===== config.mk =====
export PLATFORM = sky130hd
export DESIGN_NAME = uart_cmd_rx
export DESIGN_NICKNAME = d
export VERILOG_FILES = /design/src/rtl/robot_cmd_pkg.sv /design/src/rtl/cmd_fifo.sv /design/src/rtl/uart_cmd_rx.sv
export SDC_FILE = /design/constraint.sdc
export NUM_CORES = 1
export LEC_CHECK = 0
export CAP_MARGIN = 25
export CORE_UTILIZATION = 50
export DETAILED_ROUTE_END_ITERATION = 10
export PLACE_DENSITY = 0.8
export SYNTH_ARGS = -nofsm -noshare
export SYNTH_HDL_FRONTEND = slang
export SYNTH_HIERARCHICAL = 1
export SYNTH_SLANG_ARGS = --single-unit

===== constraint.sdc =====
create_clock -name clk_50 -period 2.74 [get_ports clk_50]
set_clock_uncertainty 0.2 [all_clocks]
set_input_delay 0.411 -clock clk_50 [delete_from_list [all_inputs] [get_ports clk_50]]
set_output_delay 0.411 -clock clk_50 [all_outputs]
set_load 0.02 [all_outputs]

===== src/rtl/robot_cmd_pkg.sv =====
// Shared types and constants for the robot command path: command encodings, ASCII
// command letters and the UART receiver state enum (RX_PARITY exists only with UART_CMD_RX_PARITY_EN).
package robot_cmd_pkg;

    typedef logic [2:0] cmd_t;

    localparam cmd_t CMD_STOP  = 3'd0;
    localparam cmd_t CMD_FWD   = 3'd1;
    localparam cmd_t CMD_BACK  = 3'd2;
    localparam cmd_t CMD_LEFT  = 3'd3;
    localparam cmd_t CMD_RIGHT = 3'd4;
    localparam cmd_t CMD_CAL   = 3'd5;

    localparam logic [7:0] ASCII_S = 8'h53;
    localparam logic [7:0] ASCII_F = 8'h46;
    localparam logic [7:0] ASCII_B = 8'h42;
    localparam logic [7:0] ASCII_L = 8'h4C;
    localparam logic [7:0] ASCII_R = 8'h52;
    localparam logic [7:0] ASCII_C = 8'h43;

    typedef enum logic [2:0] {
        RX_IDLE,
        RX_START,
        RX_DATA,
        RX_STOP,
        RX_WAIT_IDLE
`ifdef UART_CMD_RX_PARITY_EN
        , RX_PARITY
`endif
    } rx_state_t;

    typedef struct packed {
        logic ok;
        cmd_t cmd;
    } dec_t;

    function automatic dec_t decode_cmd(input logic [7:0] b);
        dec_t r;
        r.ok  = 1'b1;
        r.cmd = CMD_STOP;
        case (b)
            ASCII_S: r.cmd = CMD_STOP;
            ASCII_F: r.cmd = CMD_FWD;
            ASCII_B: r.cmd = CMD_BACK;
            ASCII_L: r.cmd = CMD_LEFT;
            ASCII_R: r.cmd = CMD_RIGHT;
            ASCII_C: r.cmd = CMD_CAL;
            default: r.ok  = 1'b0;
        endcase
        return r;
    endfunction

endpackage


===== src/rtl/cmd_fifo.sv =====
// Small command FIFO: head is read straight from the storage registers, simultaneous
// push/pop always both succeed, and a push into a full FIFO is dropped with an overflow pulse.
module cmd_fifo #(
    parameter int WIDTH = 3,
    parameter int DEPTH = 4
) (
    input  logic             clk,
    input  logic             reset,
    input  logic             push,
    input  logic [WIDTH-1:0] push_data,
    input  logic             pop_ready,
    output logic [WIDTH-1:0] head,
    output logic             valid,
    output logic             overflow
);

    localparam int AW = $clog2(DEPTH);
    localparam logic [AW:0] FULL_COUNT = (AW + 1)'(DEPTH);

    logic [WIDTH-1:0] mem_q [DEPTH];
    logic [WIDTH-1:0] mem_d [DEPTH];
    logic [AW-1:0]    wr_ptr_q, wr_ptr_d;
    logic [AW-1:0]    rd_ptr_q, rd_ptr_d;
    logic [AW:0]      count_q, count_d;
    logic             overflow_q, overflow_d;
    logic             full;
    logic             do_pop;
    logic             do_push;

    assign valid    = (count_q != '0);
    assign head     = mem_q[rd_ptr_q];
    assign overflow = overflow_q;
    assign full     = (count_q == FULL_COUNT);
    assign do_pop   = pop_ready && valid;
    assign do_push  = push && (!full || do_pop);

    // When full with a pop, wr_ptr equals rd_ptr: the head is read this cycle and overwritten at the edge.
    always_comb begin
        mem_d      = mem_q;
        wr_ptr_d   = wr_ptr_q;
        rd_ptr_d   = rd_ptr_q;
        count_d    = count_q;
        overflow_d = push && full && !do_pop;
        if (do_push) begin
            mem_d[wr_ptr_q] = push_data;
            wr_ptr_d        = wr_ptr_q + AW'(1);
        end
        if (do_pop) begin
            rd_ptr_d = rd_ptr_q + AW'(1);
        end
        case ({do_push, do_pop})
            2'b10:   count_d = count_q + (AW + 1)'(1);
            2'b01:   count_d = count_q - (AW + 1)'(1);
            default: count_d = count_q;
        endcase
    end

    always_ff @(posedge clk or posedge reset) begin
        if (reset) begin
            for (int i = 0; i < DEPTH; i++) begin
                mem_q[i] <= '0;
            end
            wr_ptr_q   <= '0;
            rd_ptr_q   <= '0;
            count_q    <= '0;
            overflow_q <= 1'b0;
        end else begin
            mem_q      <= mem_d;
            wr_ptr_q   <= wr_ptr_d;
            rd_ptr_q   <= rd_ptr_d;
            count_q    <= count_d;
            overflow_q <= overflow_d;
        end
    end

endmodule


===== src/rtl/uart_cmd_rx.sv =====
// UART receiver that turns single ASCII letters into queued drive commands.
// Default frame is 8N1; defining UART_CMD_RX_PARITY_EN switches to 8E1 with a parity check.
import robot_cmd_pkg::*;

module uart_cmd_rx #(
    parameter int CLK_HZ     = 50_000_000,
    parameter int BAUD       = 115200,
    parameter int FIFO_DEPTH = 4
) (
    input  logic       clk_50,
    input  logic       reset,
    input  logic       uart_in,
    output logic [2:0] cmd,
    output logic       cmd_valid,
    input  logic       cmd_ready,
    output logic [7:0] rx_byte,
    output logic       frame_err,
    output logic       bad_cmd,
    output logic       overflow
);

    localparam int BIT_CYC = (CLK_HZ + BAUD / 2) / BAUD;
    localparam int CNT_W   = $clog2(BIT_CYC + 1);
    localparam logic [CNT_W-1:0] HALF_LAST = CNT_W'(BIT_CYC / 2 - 1);
    localparam logic [CNT_W-1:0] FULL_LAST = CNT_W'(BIT_CYC - 1);

    rx_state_t        state_q, state_d;
    logic             sync1_q, sync2_q, line_prev_q;
    logic [CNT_W-1:0] cnt_q, cnt_d;
    logic [2:0]       bit_idx_q, bit_idx_d;
    logic [7:0]       shift_q, shift_d;
    logic [7:0]       rx_byte_q, rx_byte_d;
    logic             byte_done_q, byte_done_d;
    logic             frame_err_q, frame_err_d;
    logic             bad_cmd_q, bad_cmd_d;
    logic             push_q, push_d;
    cmd_t             push_cmd_q, push_cmd_d;
    logic             half_tick, full_tick;
    dec_t             dec;
`ifdef UART_CMD_RX_PARITY_EN
    logic             parity_ok;
    assign parity_ok = ~^{shift_q, sync2_q};
`endif

    assign half_tick = (cnt_q == HALF_LAST);
    assign full_tick = (cnt_q == FULL_LAST);

    always_ff @(posedge clk_50 or posedge reset) begin
        if (reset) begin
            sync1_q     <= 1'b1;
            sync2_q     <= 1'b1;
            line_prev_q <= 1'b1;
        end else begin
            sync1_q     <= uart_in;
            sync2_q     <= sync1_q;
            line_prev_q <= sync2_q;
        end
    end

    always_ff @(posedge clk_50 or posedge reset) begin
        if (reset) begin
            state_q <= RX_IDLE;
        end else begin
            state_q <= state_d;
        end
    end

    always_comb begin
        state_d = state_q;
        case (state_q)
            RX_IDLE:  if (line_prev_q && !sync2_q) state_d = RX_START;
            RX_START: if (half_tick) state_d = sync2_q ? RX_IDLE : RX_DATA;
            RX_DATA: begin
                if (full_tick && bit_idx_q == 3'd7) begin
`ifdef UART_CMD_RX_PARITY_EN
                    state_d = RX_PARITY;
`else
                    state_d = RX_STOP;
`endif
                end
            end
`ifdef UART_CMD_RX_PARITY_EN
            RX_PARITY: if (full_tick) state_d = parity_ok ? RX_STOP : RX_WAIT_IDLE;
`endif
            RX_STOP:      if (full_tick) state_d = sync2_q ? RX_IDLE : RX_WAIT_IDLE;
            RX_WAIT_IDLE: if (full_tick && sync2_q) state_d = RX_IDLE;
            default:      state_d = RX_IDLE;
        endcase
    end

    // In WAIT_IDLE the counter only advances while the line is high, so a break holds us there.
    always_comb begin
        cnt_d       = cnt_q + CNT_W'(1);
        bit_idx_d   = bit_idx_q;
        shift_d     = shift_q;
        rx_byte_d   = rx_byte_q;
        byte_done_d = 1'b0;
        frame_err_d = 1'b0;
        case (state_q)
            RX_IDLE: begin
                cnt_d     = '0;
                bit_idx_d = '0;
            end
            RX_START: if (half_tick) cnt_d = '0;
            RX_DATA: begin
                if (full_tick) begin
                    cnt_d     = '0;
                    shift_d   = {sync2_q, shift_q[7:1]};
                    bit_idx_d = bit_idx_q + 3'd1;
                end
            end
`ifdef UART_CMD_RX_PARITY_EN
            RX_PARITY: begin
                if (full_tick) begin
                    cnt_d       = '0;
                    frame_err_d = !parity_ok;
                end
            end
`endif
            RX_STOP: begin
                if (full_tick) begin
                    cnt_d = '0;
                    if (sync2_q) begin
                        rx_byte_d   = shift_q;
                        byte_done_d = 1'b1;
                    end else begin
                        frame_err_d = 1'b1;
                    end
                end
            end
            RX_WAIT_IDLE: cnt_d = sync2_q ? cnt_q + CNT_W'(1) : '0;
            default:      cnt_d = '0;
        endcase
    end

    always_comb begin
        dec        = decode_cmd(rx_byte_q);
        push_d     = byte_done_q && dec.ok;
        push_cmd_d = dec.cmd;
        bad_cmd_d  = byte_done_q && !dec.ok;
    end

    always_ff @(posedge clk_50 or posedge reset) begin
        if (reset) begin
            cnt_q       <= '0;
            bit_idx_q   <= '0;
            shift_q     <= '0;
            rx_byte_q   <= '0;
            byte_done_q <= 1'b0;
            frame_err_q <= 1'b0;
            bad_cmd_q   <= 1'b0;
            push_q      <= 1'b0;
            push_cmd_q  <= CMD_STOP;
        end else begin
            cnt_q       <= cnt_d;
            bit_idx_q   <= bit_idx_d;
            shift_q     <= shift_d;
            rx_byte_q   <= rx_byte_d;
            byte_done_q <= byte_done_d;
            frame_err_q <= frame_err_d;
            bad_cmd_q   <= bad_cmd_d;
            push_q      <= push_d;
            push_cmd_q  <= push_cmd_d;
        end
    end

    cmd_fifo #(
        .WIDTH(3),
        .DEPTH(FIFO_DEPTH)
    ) u_fifo (
        .clk       (clk_50),
        .reset     (reset),
        .push      (push_q),
        .push_data (push_cmd_q),
        .pop_ready (cmd_ready),
        .head      (cmd),
        .valid     (cmd_valid),
        .overflow  (overflow)
    );

    assign rx_byte   = rx_byte_q;
    assign frame_err = frame_err_q;
    assign bad_cmd   = bad_cmd_q;

endmodule


==> impl_summary.log <==
[metrics] run status: complete, no violations
[metrics] post-DR vias/cell: 5.179
[metrics] full die area: 0.005896 mm²
[metrics] via count: 1678
[metrics] most used standard cell by instance count after synthesis: sky130_fd_sc_hd__dfrtp_1
[metrics] number of pins exceeding their max-slew limit in the final report: 0
[metrics] worst slew margin relative to its limit: 0.4939
[metrics] effective utilization at floorplan: 0.5339
[metrics] hold buffers post-CTS: 0
[metrics] floorplan row count: 26
[metrics] Setup TNS: 0 ns
[metrics] wire length of the first global-routing pass: 7.721 mm
[metrics] biggest area consumer among synthesized cells: sky130_fd_sc_hd__dfrtp_1
[metrics] average wire per cell in the routed design: 13.43 µm
[metrics] CP arrival: 1.90 ns
[metrics] cell area after synthesis: 0.002796 mm²
[metrics] clock insertion delay at the later pin of the skew report: 0.34 ns
[metrics] number of setup violations in the final report: 0
[metrics] antenna violations before repair: 0
[metrics] final antenna diode count: 0
[metrics] CP max stage cell: sky130_fd_sc_hd__clkdlybuf4s50_1
[metrics] Mapped Nets: 237
[metrics] cell-internal power: 1.667 mW
[metrics] HPWL after detailed placement: 2.947 mm
[metrics] leakage power figure: 1.513 nW
[metrics] proportion of power drawn by combinational gates: 0.168
[metrics] share of the clock period used by the worst path after layout: 0.9148
[metrics] GRT Overall Usage: 0.1734
[metrics] #FFs+latches synth: 61
[metrics] Die Height: 76.79 µm
[metrics] Cell Pwr Density: 708.9 mW/mm²
[metrics] maximum VDD drop: 0.3975 mV
[metrics] crit path kind: register to output pin
[metrics] total number of yosys warnings: 6
[metrics] maximum level of the CTS H-tree: 3
[metrics] count of placed standard cells including taps: 308
[metrics] share of cells above drive strength 1: 0.2402
[metrics] sequential group share of total power: 0.481
[metrics] Worst Hold Class: register to register
[metrics] count of buffers from port buffering: 18
[metrics] number of max-cap violations: 0
[metrics] gate count of the mapped netlist: 222
[metrics] async set-reset flop share out of synthesis: 1.000
[metrics] top cells by area, synth: sky130_fd_sc_hd__dfrtp_1, sky130_fd_sc_hd__mux2_2, sky130_fd_sc_hd__ha_1
[metrics] number of cells in the finished layout apart from fillers: 324
[metrics] post-synthesis sequential area ratio: 0.5472
[metrics] buffering stage count on the worst path with inverters included: 1
[metrics] post-CTS setup buffers: 0
[metrics] Post-Synthesis Mean Instance Area: 12.60 µm²
[metrics] final critical path time including I/O delays and setup: 2.507 ns
[metrics] area of the core region: 0.005238 mm²
[metrics] number of buffers on the longest clock path: 2
[metrics] DRC violation count after routing: 0
[metrics] number of CTS-inserted buffers: 9
[metrics] top-level I/O count: 19
[metrics] cell chain of the critical path: mux4_2 -> clkdlybuf4s50_1
[metrics] CTS clk-pin slew, worst paths: 0.06 ns
[metrics] post-synthesis to final-layout area growth: 16.69%
[metrics] clk root buf: sky130_fd_sc_hd__clkbuf_8
[metrics] Placer Congestion: 0.7942
[metrics] longest individual stage delay on the worst path: 0.55 ns
[metrics] maximum number of pins on one net before global-route repair: 42
[metrics] top cell family by delay on the critical path: buffers and inverters
[metrics] worst-case register-to-register setup slack: 0.45 ns
[metrics] count of cell types in the netlist: 45
[metrics] final-stage net count: 264
[metrics] upper clock frequency limit: 398.9 MHz
[metrics] fraction of post-synthesis cell area in the top cell type by area: 0.5190
[metrics] CTS sink cnt: 61
[metrics] Final ANT Viol Nets: 0
[metrics] CP Launch Type: register
[metrics] clock tree from TritonCTS: yes
[metrics] required time of the worst setup path: 2.13 ns
[metrics] chip width: 76.79 µm
[metrics] Critical Path Sink Type: output pin
[metrics] count of final hold-check violations: 0
[metrics] commonest cells in the netlist: sky130_fd_sc_hd__dfrtp_1, sky130_fd_sc_hd__mux2_2, sky130_fd_sc_hd__nor2_1, sky130_fd_sc_hd__nand2_1, sky130_fd_sc_hd__inv_1
[metrics] post-CTS resize count: 0
[metrics] count of flip-flops with a built-in enable after synthesis: 0
[metrics] total iterations of the first detailed-routing run: 4
[metrics] overflow left after global routing: 0
[metrics] Post-Route WL: 4.351 mm
[metrics] via count of the first global-routing pass: 1702
[metrics] switching share of power: 0.2793
[metrics] relative contribution of the clock network to total power: 0.351
[metrics] power spent charging and discharging nets: 0.6462 mW
[metrics] Worst Path Max Fanout: 5
[metrics] Top FF cell, synth: sky130_fd_sc_hd__dfrtp_1
[metrics] unrepaired setup endpoints after global routing: false
[metrics] Worst-Margin Slew: 0.7583 ns
[metrics] DR iter-0 viols: 17
cells in the final DEF (no fill, tap or decap), drive strengths merged, types with 4 or more instances in the layout:
cell type	synthesis	layout
xor2	6	6
nor2	25	25
nand3	4	4
clkdlybuf4s50	0	18
xnor2	9	9
ha	10	10
nor3	5	5
clkbuf	3	15
dfrtp	58	58
mux2	30	30
nand2	16	16
inv	13	13
power by group through the flow:
stage | clock network (mW) | logic, mW | registers (mW)
5_1_grt | 0.879 | 0.441 | 1.13
6_report | 0.813 | 0.388 | 1.11
4_1_cts | 0.846 | 0.396 | 1.11
3_3_place_gp | 0 | 0.376 | 1.13
2_1_floorplan | 0 | 0.364 | 1.07
3_5_place_dp | 0 | 0.391 | 1.13
worst paths after layout:
kind,cells past startpoint,to,start
worst max-delay path,2,cmd[1],u_fifo/rd_ptr_q[0]
worst min-delay path,0,sync2_q,sync1_q
min in group asynchronous,3,cnt_q[3],reset
worst max register to register,8,u_fifo/count_q[2],u_fifo/count_q[0]
max in group asynchronous,2,u_fifo/wr_ptr_q[1],reset
worst min register to register,0,sync2_q,sync1_q
cell families (layout without fill, tap and decap cells):
family	count (synthesis)	after routing	synth area share
buffers and inverters	17	49	0.02550
DFF	61	61	0.5472
AOI/OAI and AO/OA	15	15	0.04340
adders and majority gates	11	11	0.05190
and+or+nand+nor	67	67	0.1293
muxes	36	36	0.1557
xor gates and xnor gates	15	15	0.04698
sequential cells by signal, summed over array words and instances (netlist names):
name / cells
state_q: 3
shift_q: 8
u_fifo/rd_ptr_q: 2
line_prev_q: 1
bad_cmd: 1
bit_idx_q: 3
sync2_q: 1
byte_done_q: 1
frame_err: 1
cnt_q: 9
u_fifo/count_q: 3
u_fifo/mem_q: 12
rx_byte: 8
u_fifo/wr_ptr_q: 2
sync1_q: 1
push_cmd_q: 3
push_q: 1
u_fifo/overflow: 1
routing by layer:
metal / track usage / vias to the layer above / part of all wire
li1: - / 814 / -
met1: 0.2019 / 823 / 0.44
met3: 0.07619 / 9 / 0.050
met4: 0.08077 / 0 / 0.019
met2: 0.2741 / 32 / 0.49
met5: 0 / - / 0
final cells by class:
| class | instances | area [µm²] |
|---|---|---|
| fillers | 408 | 1974 |
| flip-flops and latches | 61 | 1530 |
| multi-input cells | 144 | 1195 |
| repair buffers | 20 | 195.2 |
| clock buffers | 15 | 176.4 |
| well taps | 70 | 87.58 |
| inverters | 13 | 48.80 |
| clock inverters | 1 | 30.03 |
stage by stage:
stage | util | power [mW] | worst slack (ns) | cell area, µm² | hold slack (ns)
6_report | 0.6230 | 2.313 | 0.2333 | 3263 | 0.1553
2_1_floorplan | - | 1.438 | 0.5219 | 2796 | 0.1452
3_3_place_gp | 0.5836 | 1.503 | 0.1892 | 3057 | 0.1461
3_5_place_dp | 0.5836 | 1.518 | 0.1092 | 3057 | 0.1473
4_1_cts | 0.6230 | 2.355 | 0.1942 | 3263 | 0.1562
5_1_grt | 0.6230 | 2.450 | 0.1305 | 3263 | 0.1583
No activity file was read; power rests on OpenSTA's default activity.
